File: src/rtl/uart_tx_fifo.sv
// UART transmitter fed by an internal write FIFO.
// Frame: start, N_BIT data bits LSB first, optional parity, N_STOP stop bits.
module uart_tx_fifo #(
    parameter int N_BIT   = 8,
    parameter int N_TICK  = 16,
    parameter int PARITY  = 0,
    parameter int N_STOP  = 1,
    parameter int FIFO_AW = 2
) (
    input  logic             CLK,
    input  logic             RESET_N,
    input  logic             TICK,
    input  logic             WR_EN,
    input  logic [N_BIT-1:0] DIN,
    output logic             FULL,
    output logic             EMPTY,
    output logic             TX,
    output logic             TX_DONE,
    output logic             BUSY,
    output logic [2:0]       STATE
);

    localparam int DEPTH = 2**FIFO_AW;
    localparam int CW    = FIFO_AW + 1;
    localparam int TW    = $clog2(N_TICK);
    localparam int BW    = $clog2(N_BIT);

    typedef enum logic [2:0] {
        S_IDLE  = 3'd0,
        S_START = 3'd1,
        S_DATA  = 3'd2,
        S_PAR   = 3'd3,
        S_STOP  = 3'd4
    } state_t;

    logic [N_BIT-1:0]   mem_q [DEPTH];
    logic [FIFO_AW-1:0] wr_ptr_q, wr_ptr_d;
    logic [FIFO_AW-1:0] rd_ptr_q, rd_ptr_d;
    logic [CW-1:0]      count_q, count_d;
    logic               full_q, full_d;
    logic               empty_q, empty_d;
    logic               push, pop;
    logic [N_BIT-1:0]   head;

    state_t             state_q, state_d;
    logic [TW-1:0]      tick_q, tick_d;
    logic [BW-1:0]      bit_q, bit_d;
    logic               stop_q, stop_d;
    logic [N_BIT-1:0]   shift_q, shift_d;
    logic               par_q, par_d;
    logic               tx_q, tx_d;
    logic               done_q, done_d;
    logic               bit_end;

    assign head = mem_q[rd_ptr_q];

    // A write while full is dropped even if the transmitter pops in the same cycle.
    always_comb begin
        push     = WR_EN && !full_q;
        pop      = (state_q == S_IDLE) && !empty_q;
        wr_ptr_d = push ? wr_ptr_q + FIFO_AW'(1) : wr_ptr_q;
        rd_ptr_d = pop  ? rd_ptr_q + FIFO_AW'(1) : rd_ptr_q;
        count_d  = count_q;
        if (push && !pop) begin
            count_d = count_q + CW'(1);
        end else if (!push && pop) begin
            count_d = count_q - CW'(1);
        end
        full_d  = (count_d == CW'(DEPTH));
        empty_d = (count_d == '0);
    end

    always_ff @(posedge CLK) begin
        if (push) begin
            mem_q[wr_ptr_q] <= DIN;
        end
    end

    always_ff @(posedge CLK or negedge RESET_N) begin
        if (!RESET_N) begin
            wr_ptr_q <= '0;
            rd_ptr_q <= '0;
            count_q  <= '0;
            full_q   <= 1'b0;
            empty_q  <= 1'b1;
        end else begin
            wr_ptr_q <= wr_ptr_d;
            rd_ptr_q <= rd_ptr_d;
            count_q  <= count_d;
            full_q   <= full_d;
            empty_q  <= empty_d;
        end
    end

    always_comb begin
        state_d = state_q;
        tick_d  = tick_q;
        bit_d   = bit_q;
        stop_d  = stop_q;
        shift_d = shift_q;
        par_d   = par_q;
        tx_d    = 1'b1;
        done_d  = 1'b0;
        bit_end = TICK && (tick_q == TW'(N_TICK - 1));

        if (state_q != S_IDLE && TICK) begin
            tick_d = bit_end ? '0 : tick_q + TW'(1);
        end

        case (state_q)
            S_IDLE: begin
                tx_d = 1'b1;
                if (!empty_q) begin
                    shift_d = head;
                    par_d   = (PARITY == 2) ? ~(^head) : ^head;
                    tick_d  = '0;
                    state_d = S_START;
                end
            end
            S_START: begin
                tx_d = 1'b0;
                if (bit_end) begin
                    bit_d   = '0;
                    state_d = S_DATA;
                end
            end
            S_DATA: begin
                tx_d = shift_q[0];
                if (bit_end) begin
                    shift_d = shift_q >> 1;
                    if (bit_q == BW'(N_BIT - 1)) begin
                        stop_d  = 1'b0;
                        state_d = (PARITY != 0) ? S_PAR : S_STOP;
                    end else begin
                        bit_d = bit_q + BW'(1);
                    end
                end
            end
            S_PAR: begin
                tx_d = par_q;
                if (bit_end) begin
                    stop_d  = 1'b0;
                    state_d = S_STOP;
                end
            end
            S_STOP: begin
                tx_d = 1'b1;
                if (bit_end) begin
                    if (stop_q == 1'(N_STOP - 1)) begin
                        done_d  = 1'b1;
                        state_d = S_IDLE;
                    end else begin
                        stop_d = 1'b1;
                    end
                end
            end
            default: begin
                state_d = S_IDLE;
            end
        endcase
    end

    always_ff @(posedge CLK or negedge RESET_N) begin
        if (!RESET_N) begin
            state_q <= S_IDLE;
            tick_q  <= '0;
            bit_q   <= '0;
            stop_q  <= 1'b0;
            shift_q <= '0;
            par_q   <= 1'b0;
            tx_q    <= 1'b1;
            done_q  <= 1'b0;
        end else begin
            state_q <= state_d;
            tick_q  <= tick_d;
            bit_q   <= bit_d;
            stop_q  <= stop_d;
            shift_q <= shift_d;
            par_q   <= par_d;
            tx_q    <= tx_d;
            done_q  <= done_d;
        end
    end

    assign FULL    = full_q;
    assign EMPTY   = empty_q;
    assign TX      = tx_q;
    assign TX_DONE = done_q;
    assign BUSY    = (state_q != S_IDLE);
    assign STATE   = state_q;

endmodule
File: config.mk
export PLATFORM = sky130hd
export DESIGN_NAME = uart_tx_fifo
export DESIGN_NICKNAME = d
export VERILOG_FILES = /design/src/rtl/uart_tx_fifo.sv
export SDC_FILE = /design/constraint.sdc
export NUM_CORES = 1
export LEC_CHECK = 0
export BUFFER_PORTS_ARGS = -buffer_cell sky130_fd_sc_hd__clkbuf_2
export CAP_MARGIN = 15
export CORE_ASPECT_RATIO = 1.5
export CORE_MARGIN = 8
export CORE_UTILIZATION = 50
export DETAILED_ROUTE_END_ITERATION = 16
export PLACE_DENSITY = 0.73
export SLEW_MARGIN = 20
export SYNTH_ARGS = -nofsm -noshare
export SYNTH_HDL_FRONTEND = slang
export SYNTH_SLANG_ARGS = --single-unit
export TNS_END_PERCENT = 30
File: constraint.sdc
create_clock -name CLK -period 1.59 [get_ports CLK]
set_input_delay 0.0795 -clock CLK [delete_from_list [all_inputs] [get_ports CLK]]
set_output_delay 0.0795 -clock CLK [all_outputs]
set_load 0.005 [all_outputs]
### After elaboration in Yosys (flattened, before gate mapping)

Memory sizes are Yosys's and may differ from the RTL's.
Index checks and enable logic that the tools add are counted.

* multiplexer cells: 33
* reduce and logical (&&, ||, !) cells: 22
* bitwise operators: 1
* equality and inequality tests: 15
* add/sub/neg operators: 6

Operator list (number)
* 3-bit 2-to-1 mux: 12
* 4-bit 2-to-1 mux: 4
* 8-bit 2-to-1 mux: 2
* 2-bit inequality test, second input constant: 8
* 8-bit one-hot mux with 2 select lines: 1
* 3-bit one-hot mux with 5 select lines: 1
* 1-bit 2-to-1 mux: 10
* 3-bit equality test, second input constant: 3
* 8-bit parity: 1
* 7-bit AND reduction: 1
* 3-bit by 1-bit adder with 3-bit output, second input constant: 2
* 3-bit by 2-bit equality test with 1-bit output, second input constant: 2
* 1-bit logical AND: 6
* 3-bit zero test: 2
* 1-bit one-hot mux with 3 select lines: 2
* 3-bit one-hot mux with 2 select lines: 1
* 3-bit nonzero test: 2
* 5-bit AND reduction: 1
* 2-bit by 1-bit adder with 2-bit output, second input constant: 2
* 4-bit by 1-bit adder with 4-bit output, second input constant: 1
* 4-bit equality test, second input constant: 1
* 1-bit zero test: 4
* 4-bit AND reduction: 1
* 2-bit nonzero test: 2
* 5 further kinds: 5

* memories kept: 1
* word-level logic and storage cells: 91
* bits in writable memories: 32
* bits in registers: 31
* output and inout port bits: 8

Memories
* mem_q: words 4, bits a word 8, read ports 1, clocked after memory_dff 0, wr ports 1, RTL line 36 `logic [N_BIT-1:0] mem_q [DEPTH];`

### Logic depth before layout (Yosys ltp)

Gate-level depths: netlist of the first run.

* depth in word-level cells: 7
* depth in mapped cells: 7

### Least setup slack after synthesis of the first run

Ideal clock, no wire load.

* path type: flip-flop to flip-flop
* start: reg bit_q[0]
* end: reg bit_q[0]
* data required time: 1465 ps
* library setup time: 125 ps
* cell stages (with the launch flop): 7
* path slack: -108 ps
* period minus slack after synthesis: 1698 ps
* arrival time: 1573 ps
* path buffers: 0
* cells stage by stage: dfrtp_1 -> ha_1 -> ha_1 -> nor2_1 -> nor2_1 -> nor3_1 -> mux2_2

* word-level cells in the longest chain between the ends: 4

RTL lines
* start: declaration: RTL line 47 `logic [BW-1:0] bit_q, bit_d;`
* start signal: assignment: RTL line 176 `bit_q <= bit_d;`
* 3-bit by 1-bit adder with 3-bit output: RTL line 135 `bit_d = bit_q + BW'(1);`
* 3-bit 2-to-1 mux: RTL line 131 `if (bit_q == BW'(N_BIT - 1)) begin`
* 3-bit 2-to-1 mux: RTL line 129 `if (bit_end) begin`
* 3-bit one-hot mux with 2 select lines: RTL line 110 `case (state_q)`

Parallel ways exist; a longest one is shown, timed or not. The select of a mux whose other input is x is not followed.
A chain may end at the register's enable or synchronous reset.

### Final worst setup path of the first run

* start: reg rd_ptr_q[0]
* end: reg par_q

* word-level cells in the longest chain between the ends: 2

RTL lines
* start: declaration: RTL line 38 `logic [FIFO_AW-1:0] rd_ptr_q, rd_ptr_d;`
* start signal: assignment: RTL line 88 `rd_ptr_q <= rd_ptr_d;`
* memory 4 x 8 bit
* 8-bit parity: RTL line 115 `par_d = (PARITY == 2) ? ~(^head) : ^head;`
* end signal: assignment: RTL line 179 `par_q <= par_d;`
* end: declaration: RTL line 50 `logic par_q, par_d;`

No other way between the ends.

==> flow_summary.json, run 1 <==
{
  "final_nets": 269,
  "start_util_pct": 51.1,
  "synthArstFlopShare_pct": 48.4,
  "power_density_nw_per_um2": 1800,
  "dieArea_sq_um": 8220,
  "clk_latency_ps": 340,
  "crit_family": "multiplexers",
  "slew_viol_final": 0,
  "path_common_cell": "xnor2_1",
  "place_ws_ps": -166,
  "fin_hold_ws_ps": 72.7,
  "pin_count": 20,
  "topRoutingLayerUsed": "met4",
  "gr-total-overflow": 0,
  "rows": 33,
  "ant_nets": 0,
  "p_total_uw": 6270,
  "wl_per_cell_um": 14.9,
  "path_class": "reg -> reg",
  "slowest_stage": "mux4_2",
  "synth_top_cell_area_share_pct": 34.7,
  "irDropWorstVdd_uv": 1100,
  "cts_max_path_buffers": 2,
  "drt-pass1-iter-count": 4,
  "antenna_found_initial": 0,
  "grt_max_degree": 31,
  "met3_wirelength_um": 191,
  "end_kind": "register",
  "synth_top_area_cell": "edfxtp_1",
  "grt_pass1_wl_um": 8080,
  "start_kind": "register",
  "htreeDepth": 3,
  "slew_headroom_pct": 49.2,
  "place_congestion": 0.731,
  "fin_crit_sh_pct": 111,
  "max_stage_delay_ps": 550,
  "grt_use_total_pct": 12.8,
  "ys_types": 41,
  "worst_pin_slew_ps": 762,
  "avgSynthCellArea_sq_um": 14.2,
  "synth_seq_cells": 62,
  "antenna_cells": 0,
  "core-area_sq_um": 5410,
  "synthFlopType": "edfxtp_1",
  "clkSlewWorstSetupHoldPaths_ps": 70,
  "dp_hpwl_um": 3500,
  "cts_sinks": 62,
  "cp.arrival_ps": 1980,
  "die_h_um": 107,
  "worstPathBufferInverterCount": 1,
  "synth_edf_count": 32,
  "timing.fmax_mhz": 569,
  "drc": 0,
  "cts_tree": "done",
  "hp-class": "in -> reg",
  "first_global_vias": 1745,
  "cts_buffers": 9,
  "synth_commonest_cells": "edfxtp_1, dfrtp_1, nand2_1",
  "drive_above_1_share_pct": 34.4,
  "drtIter0Drc": 57,
  "num_vias": 1647,
  "wl_um": 4820,
  "syn_to_final_growth_pct": 25.8,
  "cap_viol_max_count": 0,
  "wl_met1_um": 1860,
  "die_x_um": 76.7,
  "yosysMostFrequentCell": "edfxtp_1",
  "required_ps": 1810,
  "fin_util_pct": 64.4,
  "syn_nets": 216,
  "met2_length_um": 2690,
  "layout_setup_ws_ps": -167,
  "seq_area_frac_synth_pct": 62.0,
  "clockRootBuffer": "clkbuf_8",
  "vias_per_cell": 5.10,
  "p_leak_uw": 0.00140,
  "rsz0062_at_grt": "true",
  "synth_area_leaders": "edfxtp_1, dfrtp_1, mux4_2",
  "hold_viol": 0,
  "synthCells": 195,
  "critPathMaxFanout": 9,
  "io_buffers": 19,
  "ys_warn_count": 0,
  "fin_crit_ps": 1760,
  "run_status": "finished, violations left",
  "path_cells": "buf_12 -> mux4_2 -> xnor2_2 -> xnor2_1 -> xnor2_1 -> a21oi_1",
  "violations": "negative setup slack",
  "finalSetupViolations": 1,
  "synth_area_sq_um": 2770,
  "skew_ps": 10.1
}
==> placed cells by master (no fill, tap or decap), types with 2 or more instances in the layout <==
master	n
nand4_1	2
dfrtp_1	26
o21ai_0	13
clkinvlp_4	2
dfstp_2	2
nor2b_2	2
buf_12	2
bufinv_16	3
nand3_1	3
nor2_1	7
and2_1	5
inv_1	9
xnor2_2	4
nor2b_1	2
xor2_1	2
clkinv_4	2
mux2i_1	10
mux4_2	8
a21oi_1	2
buf_4	18
clkbuf_2	19
nor3_4	2
ha_1	7
dfrtp_2	2
clkbuf_8	9
dlygate4sd3_1	9
nand2_1	20
o31ai_1	2
xnor2_1	7
edfxtp_1	32
nor2_2	2
==> where the power goes <==
| group | switching (uW) | internal [uW] |
|---|---|---|
| logic | 937 | 1130 |
| registers | 346 | 2190 |
| clock network | 625 | 1050 |
==> cell families after synthesis <==
kind of cell               Yosys count  synth area share (%)
DFF                                 62                  62.0
and+or+nand+nor                     51                  10.2
AOI/OAI and AO/OA                   25                  5.88
muxes                               19                  10.5
buffers and inverters               16                  2.94
xor gates and xnor gates            13                  4.39
adders and majority gates            9                  4.07
==> final cells by class <==
class | instances | area, sq um
fillers | 399 | 1930
inverters | 10 | 37.5
well taps | 70 | 87.6
clock buffers | 9 | 124
multi-input cells | 117 | 1030
repair buffers | 48 | 360
flip-flops and latches | 62 | 1720
clock inverters | 7 | 123
==> worst register-to-register path: cells and delay by family, from the launching register on <==
family | cells | cell delay (ps)
flip-flops | 1 | 370
XOR/XNOR | 3 | 500
buffers and inverters | 1 | 150
multiplexers | 1 | 550
AO/OA/AOI/OAI | 1 | 80
==> repair_timing <==
| action | 4_1_cts | 5_1_grt |
|---|---|---|
| hold buffers | 9 | 0 |
| endpoints found under the setup margin | 2 | 14 |
| pin swaps | 1 | 8 |
| hold endpoints to repair | 60 | 0 |
| setup buffers | 1 | 2 |
| resized for setup | 2 | 12 |
==> state kept, by name, summed over array words and instances, names as in the netlist <==
| signal | cells |
|---|---|
| wr_ptr_q | 2 |
| TX_DONE | 1 |
| shift_q | 8 |
| rd_ptr_q | 2 |
| bit_q | 3 |
| par_q | 1 |
| TX | 1 |
| count_q | 3 |
| tick_q | 4 |
| EMPTY | 1 |
| mem_q | 32 |
| STATE | 3 |
| FULL | 1 |
==> layer usage <==
metal	vias to the layer above	GRT usage, %
met5	-	0
met4	0	5.80
met3	7	5.53
met2	24	22.4
met1	807	12.8
li1	809	-
==> per-stage QoR <==
stage | instances | area [sq um] | setup TNS, ps
4_1_cts | 321 | 3420 | -171
3_5_place_dp | 295 | 3060 | -166
5_1_grt | 323 | 3480 | -334
6_report | 323 | 3480 | -167
2_1_floorplan | 195 | 2770 | -138
3_3_place_gp | 295 | 3060 | -152
==> path summary, 6_finish.rpt <==
check                       startpoint  slack (ps)  depth (start not counted)         end
setup / recovery           rd_ptr_q[0]        -170                          6       par_q
max in group asynchronous      RESET_N         720                          2    STATE[1]
hold reg to reg             shift_q[0]         490                          2  shift_q[0]
setup reg to reg           rd_ptr_q[0]        -170                          6       par_q
hold / removal                    TICK          70                          3   tick_q[0]
min in group asynchronous      RESET_N         350                          2   tick_q[3]
Note: power is estimated with default switching activity, not from simulation.
==> run 2, diff against run 1 <==
==> constraint.sdc (replaced) <==
create_clock -name CLK -period 1.59 [get_ports CLK]
set_input_delay 0.477 -clock CLK [delete_from_list [all_inputs] [get_ports CLK]]
set_output_delay 0.477 -clock CLK [all_outputs]
set_load 0.005 [all_outputs]
==> run 2 against run 1 <==
Net effect:
- the flow still finishes with violations (negative setup slack)
- cell count decreased by 0.93%
- hold slack improved by 68 ps
- first-iteration DRC count decreased by 1.8%
- sequential power about the same
- sequential cell count unchanged
- largest power group unchanged
==> flow_summary.json, run 2 (synthesized netlist as in run 1, its figures left out) <==
{
  "cap_viol_max_count": 0,
  "cts_tree": "done",
  "skew_ps": 9.03,
  "wl_per_cell_um": 14.7,
  "p_leak_uw": 0.00136,
  "critPathLaunch": "STATE[2]",
  "syn_to_final_growth_pct": 23.9,
  "drc": 0,
  "die_x_um": 76.7,
  "slew_headroom_pct": 73.3,
  "rrSetupSlack_ps": -160,
  "clk_latency_ps": 340,
  "drtIter0Drc": 56,
  "top_regs": "mem_q x32, shift_q x8, tick_q x4",
  "final_nets": 266,
  "ant_nets": 0,
  "mostFrequentLayoutCells": "edfxtp_1, dfrtp_1, nand2_1, clkbuf_2, buf_4",
  "hp-class": "in -> async",
  "cts_sinks": 62,
  "drive_above_1_share_pct": 37.6,
  "core-area_sq_um": 5410,
  "power_density_nw_per_um2": 1750,
  "timing.fmax_mhz": 564,
  "pin_count": 20,
  "vias_per_cell": 5.13,
  "required_ps": 1110,
  "cts_buffers": 9,
  "wl_um": 4710,
  "num_vias": 1642,
  "largest_register_ff_count": 32,
  "setup-tns-final_ps": -373,
  "cp.arrival_ps": 1300,
  "start_kind": "register",
  "fin_crit_ps": 1770,
  "place_congestion": 0.723,
  "irDropWorstVdd_uv": 873,
  "hold_viol": 0,
  "fillers": 419,
  "critPathMaxFanout": 3,
  "timing.rr.end": "par_q",
  "largest_register": "mem_q",
  "crit_path_end": "BUSY",
  "placed_area_sq_um": 3140,
  "start_util_pct": 51.1,
  "rows": 33,
  "path_class": "reg -> out",
  "final_cell_area_sq_um": 3430,
  "mostFrequentLayoutCell": "edfxtp_1",
  "fin_hold_ws_ps": 141,
  "antenna_cells": 0,
  "gr-total-overflow": 0,
  "clkSlewWorstSetupHoldPaths_ps": 70,
  "cts_hold_buf": 0,
  "worst_pin_slew_ps": 401,
  "antenna_found_initial": 0,
  "layout_setup_ws_ps": -183,
  "cts_max_path_buffers": 2,
  "run_status": "finished, violations left",
  "htreeDepth": 3,
  "drt-pass1-iter-count": 4,
  "rr_startpoint": "rd_ptr_q[0]",
  "seqCellArea_sq_um": 1720,
  "grt_pass1_wl_um": 7980,
  "violations": "negative setup slack",
  "first_global_vias": 1719,
  "slew_viol_final": 0,
  "end_kind": "output port",
  "clockRootBuffer": "clkbuf_8",
  "dieArea_sq_um": 8220,
  "fin_util_pct": 63.4,
  "grt_use_total_pct": 12.6,
  "fin_crit_sh_pct": 112,
  "place_ws_ps": -173,
  "finalSetupViolations": 3,
  "ff2ff_path_depth": 6,
  "grt_max_degree": 31,
  "die_h_um": 107,
  "multiInputGateArea_sq_um": 1030,
  "rsz0062_at_grt": "true",
  "dp_hpwl_um": 3450,
  "io_buffers": 19
}
==> run 2: cell count changes in the layout (fill, tap and decap cells not counted), sizes merged <==
cell,before,now
dlygate4sd3,9,0
buf,20,27
bufinv,3,0
clkinv,2,3
clkinvlp,2,3
==> run 2: cell type report <==
cell class / instances / area share (%)
sequential: 62 / 50.1
multi-input combinational: 117 / 29.9
timing repair buffer: 45 / 11.2
clock buffer: 10 / 3.72
tap: 70 / 2.55
clock inverter: 6 / 1.42
inverter: 10 / 1.09
==> run 2: per-layer routing <==
layer | up-vias | wire (um) | share of wire [%] | track usage [%]
li1 | 803 | - | - | -
met1 | 803 | 1910 | 41 | 12.9
met2 | 27 | 2520 | 54 | 21.7
met3 | 9 | 191 | 4.1 | 4.27
met4 | 0 | 87 | 1.8 | 7.87
met5 | - | 0 | 0 | 0
==> run 2: how the worst min path moves through the flow <==
| stage | startpoint | to | slack (ps) |
|---|---|---|---|
| floorplan | RESET_N | FULL | 180 |
| CTS | RESET_N | tick_q[2] | 140 |
| global route | RESET_N | tick_q[3] | 160 |
| global placement | shift_q[0] | shift_q[0] | 470 |
| detailed placement | shift_q[2] | shift_q[2] | 480 |
| finish | RESET_N | tick_q[3] | 140 |
==> run 2: repair_timing <==
item	4_1_cts	5_1_grt
buffers inserted	3	2
pin swaps	4	3
resized for setup	5	15
setup endpoints to repair	6	16
hold endpoints to repair	0	0
gates cloned	0	0
==> run 2: worst max-delay path, stage by stage (launching register included) <==
cell and delay, ps:
dfrtp_2 450, nor3_4 220, inv_2 70, buf_6 120
clkbuf_2 100
==> run 2: per-stage QoR <==
step                      power [uW]  std cells
final                           5990        320
after global routing            6410        320
after CTS                       5930        318
after detailed placement        4600        299
after global placement          4520        299
after floorplan                 3980        195
==> run 2: power by group <==
group	leakage (uW)	internal (uW)	total (uW)	switching, uW
registers	0.000650	2190	2510	327
logic	0.000634	1250	2260	1010
clock network	0.0000787	572	1210	637
